$ cat config.mk
export PLATFORM = sky130hd
export DESIGN_NAME = data_cache
export DESIGN_NICKNAME = d
export VERILOG_FILES = /design/src/rtl/data_cache.sv
export SDC_FILE = /design/constraint.sdc
export NUM_CORES = 1
export LEC_CHECK = 0
export ABC_AREA = 1
export CORE_MARGIN = 2
export CORE_UTILIZATION = 45
export CTS_CLUSTER_DIAMETER = 40
export DETAILED_ROUTE_END_ITERATION = 8
export PLACE_DENSITY = 0.78
export SYNTH_ARGS = -nofsm -noshare
export SYNTH_HDL_FRONTEND = slang
export SYNTH_SLANG_ARGS = --single-unit
export TNS_END_PERCENT = 100
$ cat constraint.sdc
create_clock -name clk -period 5.7 [get_ports clk]
set_input_delay 1.425 -clock clk [delete_from_list [all_inputs] [get_ports clk]]
set_output_delay 1.425 -clock clk [all_outputs]
set_load 0.03 [all_outputs]
$ cat src/rtl/data_cache.sv
`default_nettype none
// ============================================================================
// Module   : data_cache
// Brief    : Direct-mapped, write-back, write-allocate L1 data cache with
//            line-wide memory bus and hit/access performance counters.
// Revision : 1.0  initial release
// ============================================================================
module data_cache #(
   parameter int WORD_SIZE  = 16,
   parameter int LINE_WORDS = 4,
   parameter int NUM_LINES  = 4
) (
   input  logic                            clk,
   input  logic                            reset_n,
   input  logic                            cpu_read,
   input  logic                            cpu_write,
   input  logic [WORD_SIZE-1:0]            cpu_addr,
   input  logic [WORD_SIZE-1:0]            cpu_wdata,
   output logic [WORD_SIZE-1:0]            cpu_rdata,
   output logic                            cpu_ready,
   output logic                            mem_read,
   output logic                            mem_write,
   output logic [WORD_SIZE-1:0]            mem_addr,
   output logic [WORD_SIZE*LINE_WORDS-1:0] mem_wdata,
   input  logic [WORD_SIZE*LINE_WORDS-1:0] mem_rdata,
   input  logic                            mem_ready,
   output logic [15:0]                     hit_count,
   output logic [15:0]                     acc_count
);

   localparam int OFF_W = $clog2(LINE_WORDS);
   localparam int IDX_W = $clog2(NUM_LINES);
   localparam int TAG_W = WORD_SIZE - OFF_W - IDX_W;

   typedef enum logic [1:0] {
      COMPARE   = 2'd0,
      WRITEBACK = 2'd1,
      ALLOCATE  = 2'd2
   } state_t;

   state_t r_state;
   state_t w_next;

   // Word 0 of each line sits in the low bits, matching the memory bus layout.
   logic [LINE_WORDS-1:0][WORD_SIZE-1:0] r_data [NUM_LINES];
   logic [TAG_W-1:0]                     r_tag  [NUM_LINES];
   logic [NUM_LINES-1:0]                 r_valid;
   logic [NUM_LINES-1:0]                 r_dirty;
   logic                                 r_missed;

   logic [OFF_W-1:0]     w_off;
   logic [IDX_W-1:0]     w_idx;
   logic [TAG_W-1:0]     w_tag;
   logic                 w_req;
   logic                 w_hit;
   logic                 w_hit_write;
   logic                 w_wb_done;
   logic                 w_fill;
   logic                 w_set_missed;
   logic [WORD_SIZE-1:0] w_word;

   assign w_off  = cpu_addr[OFF_W-1:0];
   assign w_idx  = cpu_addr[OFF_W +: IDX_W];
   assign w_tag  = cpu_addr[WORD_SIZE-1 -: TAG_W];
   assign w_req  = cpu_read | cpu_write;
   assign w_hit  = r_valid[w_idx] && (r_tag[w_idx] == w_tag);
   assign w_word = r_data[w_idx][w_off];

   always_ff @(posedge clk) begin
      if (!reset_n) begin
         r_state <= COMPARE;
      end else begin
         r_state <= w_next;
      end
   end

   always_comb begin
      w_next       = r_state;
      cpu_ready    = 1'b0;
      mem_read     = 1'b0;
      mem_write    = 1'b0;
      mem_addr     = '0;
      mem_wdata    = '0;
      w_hit_write  = 1'b0;
      w_wb_done    = 1'b0;
      w_fill       = 1'b0;
      w_set_missed = 1'b0;
      case (r_state)
         COMPARE: begin
            if (!w_req) begin
               cpu_ready = 1'b1;
            end else if (w_hit) begin
               cpu_ready   = 1'b1;
               w_hit_write = cpu_write;
            end else begin
               w_set_missed = 1'b1;
               w_next       = r_dirty[w_idx] ? WRITEBACK : ALLOCATE;
            end
         end
         WRITEBACK: begin
            mem_write = 1'b1;
            mem_addr  = {r_tag[w_idx], w_idx, {OFF_W{1'b0}}};
            mem_wdata = r_data[w_idx];
            if (mem_ready) begin
               w_wb_done = 1'b1;
               w_next    = ALLOCATE;
            end
         end
         ALLOCATE: begin
            mem_read = 1'b1;
            mem_addr = {cpu_addr[WORD_SIZE-1:OFF_W], {OFF_W{1'b0}}};
            if (mem_ready) begin
               w_fill = 1'b1;
               w_next = COMPARE;
            end
         end
         default: begin
            w_next = COMPARE;
         end
      endcase
      cpu_rdata = (cpu_ready && cpu_read) ? w_word : '0;
   end

   // Line storage needs no reset: the valid bits alone decide whether it is used.
   always_ff @(posedge clk) begin
      if (reset_n) begin
         if (w_hit_write) begin
            r_data[w_idx][w_off] <= cpu_wdata;
         end
         if (w_fill) begin
            r_data[w_idx] <= mem_rdata;
            r_tag[w_idx]  <= w_tag;
         end
      end
   end

   always_ff @(posedge clk) begin
      if (!reset_n) begin
         r_valid   <= '0;
         r_dirty   <= '0;
         r_missed  <= 1'b0;
         hit_count <= 16'd0;
         acc_count <= 16'd0;
      end else begin
         if (w_hit_write) begin
            r_dirty[w_idx] <= 1'b1;
         end
         if (w_wb_done) begin
            r_dirty[w_idx] <= 1'b0;
         end
         if (w_fill) begin
            r_valid[w_idx] <= 1'b1;
            r_dirty[w_idx] <= 1'b0;
         end
         // An access that stalled earlier finishes later as a hit; missed keeps it out of hit_count.
         if (w_req && cpu_ready) begin
            acc_count <= acc_count + 16'd1;
            if (!r_missed) begin
               hit_count <= hit_count + 16'd1;
            end
            r_missed <= 1'b0;
         end else if (w_set_missed) begin
            r_missed <= 1'b1;
         end
      end
   end

endmodule
`default_nettype wire

Yosys cells after proc, flatten, opt, wreduce, memory -nomap -nowiden
Memories as Yosys holds them, arrays and structs flattened. Index checks and enable logic that the tools add are counted.

$add $sub $neg: 2. Multiply operators: 0. Divide/modulo/power cells: 0. $lt $le $gt $ge: 4. Eq/ne operators: 7. Shifts and indexed selects: 0. Mux-type cells: 108. Bitwise gates (word level): 72. Reduce and logical (&&, ||, !) cells: 9.

Operator list (count): $mux 64 (2); $mux 1 (86); $or 1x1->1 (65); $mux 16 (3); $add 16x1->16 const B (2); $bmux 16 s2 (1); $demux 16 s2 (1); $pmux 16 s2 (1); $mux 4 (5); $eq 12x12->1 (1); $mux 2 (5); $and 4x4->4 (2); $ne 2x2->1 const B (4); $or 4x4->4 (2); $lt 2x3->1 const B (2); $pmux 2 s3 (1); $logic_and 1x1->1 (5); $bmux 1 s2 (2); $ge 2x1->1 const B (2); $not 4->4 (1); $reduce_and 4->1 (1); $demux 1 s2 (1); $eq 2x1->1 const B (1); $eq 2x2->1 const B (1); 4 further kinds (5).

Flip-flop bits (word level): 43. Latch bits: 0. RAM bits: 304. ROM bits: 0. Input port bits: 101. Output and inout bits: 131. Word-level logic and storage cells: 210. Memories kept: 2.

Memory list: r_data (words 4, width 64, read ports 1, clocked after Yosys merged registers in 0, write ports 1, RTL line 45) `logic [LINE_WORDS-1:0][WORD_SIZE-1:0] r_data [NUM_LINES];`; r_tag (words 4, width 12, read ports 1, clocked after Yosys merged registers in 0, write ports 1, RTL line 46) `logic [TAG_W-1:0] r_tag [NUM_LINES];`.

Logic depth before layout (Yosys ltp)
Gate-level depths: netlist (run 1).

Word-level depth: 13. Depth in mapped cells: 18. Gate-level depth less buffers: 17.

Worst setup path before layout (run 1)
No wires, ideal clock.

Kind: input to output. Start point: in cpu_addr[3]. End point: out cpu_rdata[10]. Arrival time: 3265 ps. Required time: 4275 ps. Slack: 1010 ps. Cell stages on the path: 14. Path buffers: 3. Path through: buf_4 -> inv_2 -> buf_2 -> nand2_1 -> nand3_1 -> nand2_1 -> nor2_1 -> nand2_1 -> nor2_1 -> nand2_1 -> nor2_4 -> nand2_2 -> buf_6 -> a21oi_1.

Longest elaborated chain between the ends: 8. Elaborated cells between the ends (all ways): 13. Those cells by class: 1 x eq/ne; 8 x mux; 2 x reduce/logical; 2 x memory.

Ends and longest elaborated chain: start, declared (RTL line 17) `input logic [WORD_SIZE-1:0] cpu_addr,`; $mem_v2 4x12 / $bmux 1 s2 (equally long branches); $eq 12x12->1 / $mux 1 (equally long branches) (RTL line 66) `assign w_hit = r_valid[w_idx] && (r_tag[w_idx] == w_tag);`; $logic_and 1x1->1 (RTL line 66); $mux 1 (RTL line 92) `end else if (w_hit) begin`; $mux 1 (RTL line 90) `if (!w_req) begin`; $mux 1 (RTL line 88) `case (r_state)`; $logic_and 1x1->1 (RTL line 121) `cpu_rdata = (cpu_ready && cpu_read) ? w_word : '0;`; $mux 16 (*) (RTL line 121); end, declared (RTL line 19) `output logic [WORD_SIZE-1:0] cpu_rdata,`.

Every way passes the cells marked *; elsewhere a longest branch is shown, timed or not. The select of a mux whose other input is x is not followed.

Worst setup path in the final report (run 1)
Start point: in cpu_addr[2]. End point: out cpu_rdata[15].

Same word-level chain as after synthesis.

==> impl_metrics.toml, run 1 <==
[floorplan]
start_util = 0.458
coreArea_um2 = 33700
die-area_um2 = 35800
die_w_um = 189
ios = 232
die_h_um = 189
num_rows = 67

[logic_synthesis]
syn_area_um2 = 15400
synth_cells = 1489
ys.flop_type = "edfxtp_1"
yosysMostFrequentCell = "nand2_1"
synthTopCellsByArea = "edfxtp_1, nand2_1, dfxtp_1, inv_1, a21oi_1"
yosys-top-cells-count = "nand2_1, edfxtp_1, inv_1"
ys_seq_elements = 347
synth_edf_count = 304
synth_seq_area_share = 0.647
synth-async-reset-ratio = 0
yosys.area.top_type = "edfxtp_1"
avgSynthCellArea_um2 = 10.4
yosys_warnings = 0
yosysUniqueCellTypes = 37
synth_top_area_frac = 0.591

[setup_path]
worstPathMaxFanout = 48
slowest_stage = "clkdlybuf4s50_1"
path_class = "in2out"
rr_worst_depth = 5
worstReg2RegEnd = "r_data[0][48]$_DFFE_PP_"
cp-startpoint = "cpu_addr[2]"
cp_data_arrival_time_ns = 4.01
crit_cells = 12
reg2reg_from = "r_state[0]$_SDFFE_PN0P_"
cpMostUsedCell = "buf_12"
cp-endpoint = "cpu_rdata[15]"
regToRegSetupSlack_ns = 2.69
end_kind = "output pin"
cp_cell_sequence = "clkdlybuf4s50_1 -> buf_12 -> nand2_4 -> inv_2 -> buf_12 -> nand2_1 -> nand2_1 -> a221oi_1 -> o22ai_1 -> a21oi_1 -> a21oi_1 -> buf_12"
critPathTopFamily = "buffers and inverters"
worst_setup_path_start_kind = "input port"
path_buf_inv = 5
slowest_delay_ns = 0.50
critPathRequiredTime_ns = 4.28

[place]
numPortBuffers = 229
gp_routability_congestion = 0.892
preCtsSetupSlack_ns = 0.191
hpwl_um = 30000

[final_layout]
area_growth_pct = 30.0
drive_gt1_frac = 0.122
nets = 1843

[cts]
clk_latency_ns = 0.56
numCtsBuffers = 41
path_clk_slew_ns = 0.06
cts_hold_buf = 0
clockRootBuffer = "clkbuf_16"
cts_max_level = 2
cts_sinks = 347
cts_tree = "yes"
clk_path_buf_depth = 3

[sta]
finalSetupViolations = 0
tightest_slew_ns = 0.753
rsz0062_at_grt = "false"
worst_slack_ns = 0.265
finalCriticalPeriod_ns = 5.44
holdWs_ns = 0.475
max_slew_margin = 0.498
fin_skew_ns = 0.0334
finalMaxSlewViolations = 0
clock.fmax_mhz = 184
fin_crit_sh = 0.954
tns_ns = 0
final-hold-violation-count = 0

[route]
drt_iter0_drc = 1306
ant_nets = 0
drt_pass1_iterations = 6
via_count = 12100
routed_wl_um = 44900
drc = 0
routed_via_density = 5.45
avgRoutedWirePerCell_um = 20.3

[run_status]
status = "complete, no violations"

[power]
leakagePower_nw = 7.54
peakVddDrop_mv = 0.201
pwr_density_cell_nw_per_um2 = 296

[global_routing]
antenna_found_initial = 1
grt.overflow.total = 0
grt_max_degree = 57
grt.met2_usage = 0.417
grtUsageMet1 = 0.323
grt.busiest_layer = "met2"
grt_pass1_vias = 11900
grt_use_total = 0.249
met3_usage = 0.0437
grt_pass1_wl_um = 68000

[job]
cap_viol_max_count = 0

[worst_hold_path]
min_path_type = "reg2reg"
[layer usage]
metal | wire [um] | vias up
met5 | 0 | -
met4 | 1690 | 0
met3 | 4540 | 87
met2 | 21500 | 712
met1 | 17200 | 5622
li1 | - | 5647
[what timing repair did]
| action | 4_1_cts | 5_1_grt |
|---|---|---|
| buffers inserted | 0 | 0 |
| resized for setup | 0 | 2 |
| endpoints found under the setup margin | 0 | 16 |
[worst register-to-register path, cell delays in order (launching register included)]
cell and delay, ns:
dfxtp_1 0.32, inv_1 0.09, ha_1 0.62, nand3_4 0.64, buf_4 0.43, o21ai_0 0.61
[logic make-up (layout without fill, tap and decap cells)]
logic type | count (synthesis) | in the layout | share of synthesized area
AND/OR/NAND/NOR | 599 | 599 | 0.159
flip-flops | 347 | 347 | 0.647
buffers and inverters | 221 | 498 | 0.0592
XOR/XNOR | 27 | 27 | 0.0153
AO/OA/AOI/OAI | 289 | 289 | 0.116
adder cells (fa/ha/maj) | 5 | 5 | 0.00405
other | 1 | 3 | 0.000243
[worst min-delay path by stage]
stage,cells past startpoint,slack [ns],end,from
2_1_floorplan,2,0.42,r_valid[1]$_SDFFE_PN0P_,r_valid[1]$_SDFFE_PN0P_
3_3_place_gp,2,0.44,r_valid[1]$_SDFFE_PN0P_,r_valid[1]$_SDFFE_PN0P_
3_5_place_dp,2,0.44,r_valid[1]$_SDFFE_PN0P_,r_valid[1]$_SDFFE_PN0P_
4_1_cts,2,0.47,r_dirty[1]$_SDFF_PN0_,r_dirty[1]$_SDFF_PN0_
5_1_grt,2,0.49,r_dirty[1]$_SDFF_PN0_,r_dirty[1]$_SDFF_PN0_
6_report,2,0.47,r_dirty[1]$_SDFF_PN0_,r_dirty[1]$_SDFF_PN0_
[cell type report]
class,instances,area (um2)
Multi-Input combinational cell,922,4570
Fill cell,2703,13600
Sequential cell,347,9990
Inverter,149,562
Tap cell,448,561
Timing Repair Buffer,276,3010
Clock buffer,45,1040
Antenna cell,1,2.50
Clock inverter,28,343
[layout by cell type, fill, tap and decap left out, drive strengths merged, types with 4 or more instances in the layout]
| cell type | instances |
|---|---|
| a21oi | 102 |
| a221o | 6 |
| a221oi | 39 |
| a22o | 10 |
| a22oi | 39 |
| and2 | 10 |
| buf | 128 |
| bufinv | 5 |
| clkbuf | 45 |
| clkdlybuf4s50 | 148 |
| clkinv | 16 |
| clkinvlp | 4 |
| dfxtp | 43 |
| edfxtp | 304 |
| ha | 5 |
| inv | 152 |
| nand2 | 395 |
| nand3 | 31 |
| nand3b | 6 |
| nand4 | 9 |
| nor2 | 125 |
| nor3 | 12 |
| o21ai | 72 |
| o22ai | 20 |
| or2 | 9 |
| xnor2 | 10 |
| xor2 | 17 |
[sequential cells by signal (all words and copies together), names as in the netlist]
signal and cells:
r_data 256, r_tag 48, acc_count 16, hit_count 16, r_dirty 4, r_valid 4, r_state 2, r_missed 1
[per-stage QoR]
step                power, mW  instances  instance area [um2]   util
global placement         3.35       2142                18700  0.554
global route             6.10       2215                20100  0.595
floorplan                3.13       1490                15400      -
CTS                      5.96       2215                20100  0.595
detailed placement       3.36       2142                18700  0.554
finish                   5.94       2216                20100  0.596
[where the power goes]
group          switching [mW]  internal (mW)  leakage (nW)
Clock                    1.06           1.57         0.659
Sequential            0.00772           2.81          3.09
Combinational           0.322          0.170          3.79
(Power assumes the default switching activity.)
==> run 2: changes to the inputs <==
--- a/config.mk
+++ b/config.mk
@@ -10,7 +10,8 @@
 export CORE_UTILIZATION = 45
 export CTS_CLUSTER_DIAMETER = 40
 export DETAILED_ROUTE_END_ITERATION = 8
-export PLACE_DENSITY = 0.78
+export DONT_BUFFER_PORTS = 1
+export PLACE_DENSITY = 0.7
 export SYNTH_ARGS = -nofsm -noshare
 export SYNTH_HDL_FRONTEND = slang
 export SYNTH_SLANG_ARGS = --single-unit
==> impl_metrics.toml, run 2 (synthesis gave the netlist of run 1 again) <==
[route]
avgRoutedWirePerCell_um = 22.1
ant_nets = 0
routed_via_density = 5.64
drc = 0
drt_pass1_iterations = 5
drt_iter0_drc = 1061
routed_wl_um = 44800
via_count = 11400

[worst_hold_path]
hp-start = "r_dirty[0]$_SDFF_PN0_"
hold_path_depth = 2
hold-path-endpoint = "r_dirty[0]$_SDFF_PN0_"
min_path_type = "reg2reg"

[sta]
holdWs_ns = 0.453
max_slew_margin = 0.252
worst_slack_ns = 0.411
finalCriticalPeriod_ns = 5.29
final-hold-violation-count = 0
tns_ns = 0
rsz0062_at_grt = "false"
fin_skew_ns = 0.0273
finalSetupViolations = 0
tightest_slew_ns = 1.12
finalMaxSlewViolations = 0
fin_crit_sh = 0.928
clock.fmax_mhz = 189

[cts]
cts_tree = "yes"
clockRootBuffer = "clkbuf_16"
cts_hold_buf = 0
postCtsSetupBuffers = 0
cts_resized = 0
clk_path_buf_depth = 3
cts_max_level = 2
path_clk_slew_ns = 0.05
clk_latency_ns = 0.56
cts_sinks = 347
numCtsBuffers = 44

[floorplan]
coreArea_um2 = 33700
die_h_um = 189
die_w_um = 189
ios = 232
num_rows = 67
die-area_um2 = 35800
start_util = 0.458

[power]
total_power_mw = 6.03
peakVddDrop_mv = 0.237
pwr_density_cell_nw_per_um2 = 338
leakagePower_nw = 6.68

[setup_path]
cp_cell_sequence = "inv_2 -> nor2_4 -> buf_4 -> a221oi_1 -> or2_2 -> a21oi_1 -> buf_4"
worst_setup_path_start_kind = "input port"
critPathRequiredTime_ns = 4.28
regToRegSetupSlack_ns = 2.09
reg2reg_from = "r_state[0]$_SDFFE_PN0P_"
slowest_delay_ns = 0.91
path_class = "in2out"
worstPathMaxFanout = 39
cp_data_arrival_time_ns = 3.86
worstReg2RegEnd = "r_data[0][41]$_DFFE_PP_"
rr_worst_depth = 6
end_kind = "output pin"
cpMostUsedCell = "buf_4"
slowest_stage = "nor2_4"

[global_routing]
grt_pass1_vias = 11200
antenna_found_initial = 1
grt_pass1_wl_um = 66400
grt.overflow.total = 0
grt_use_total = 0.246
grt_max_degree = 66

[run_status]
status = "complete, no violations"

[place]
hpwl_um = 29500
preCtsSetupSlack_ns = 0.440
gp_routability_congestion = 0.874
numPortBuffers = 0

[final_layout]
fillers = 2918
regArea_um2 = 9990
final_common_cell = "nand2_1"
final_util = 0.530
area_growth_pct = 15.6
largest_register_ffs = 256
drive_gt1_frac = 0.122
regMostFlops = "r_data"
final_cell_mix = "nand2_1, edfxtp_1, inv_1"
multiInputGateArea_um2 = 4630
nets = 1650
reg_top3 = "r_data (256), r_tag (48)"

[job]
cap_viol_max_count = 0
[run 2: worst max path at each step]
stage,from,end,slack (ns)
after detailed placement,cpu_addr[2],mem_wdata[39],0.44
after global placement,cpu_addr[2],mem_wdata[39],0.46
after global routing,cpu_addr[2],cpu_rdata[2],0.23
after CTS,cpu_addr[2],mem_wdata[39],0.42
after floorplan,cpu_addr[3],cpu_rdata[10],1.01
final,cpu_addr[2],cpu_rdata[2],0.41
[run 2: report_power, final]
group	switching [mW]	internal, mW	total [mW]
clock	1.09	1.73	2.82
combinational	0.290	0.0945	0.385
sequential	0.00797	2.81	2.82
total	1.39	4.64	6.03
[run 2: metrics by stage]
step                instance area (um2)  cells
floorplan                         15400   1490
global placement                  16300   1946
detailed placement                16300   1946
CTS                               17800   2027
global route                      17800   2028
finish                            17800   2028
[run 2: metal layers]
| metal | global-route usage | vias to the layer above | wire (um) | share of wire |
|---|---|---|---|---|
| li1 | - | 5267 | - | - |
| met1 | 0.317 | 5490 | 17500 | 0.39 |
| met2 | 0.395 | 591 | 20700 | 0.46 |
| met3 | 0.0576 | 95 | 4450 | 0.099 |
| met4 | 0.118 | 0 | 2140 | 0.048 |
| met5 | 0 | - | 0 | 0 |
[run 2: final cells by class]
| cell class | count | area share |
|---|---|---|
| sequential | 347 | 0.560 |
| multi-input combinational | 922 | 0.259 |
| clock buffer | 53 | 0.0665 |
| timing repair buffer | 80 | 0.0336 |
| tap | 448 | 0.0314 |
| inverter | 149 | 0.0313 |
| clock inverter | 28 | 0.0182 |
| antenna | 1 | 0.000140 |
[run 2: worst max-delay path: cells and delay by family]
kind	cells	cell delay, ns
buffers and inverters	3	0.86
and+or+nand+nor	2	1.20
AOI/OAI and AO/OA	2	0.32
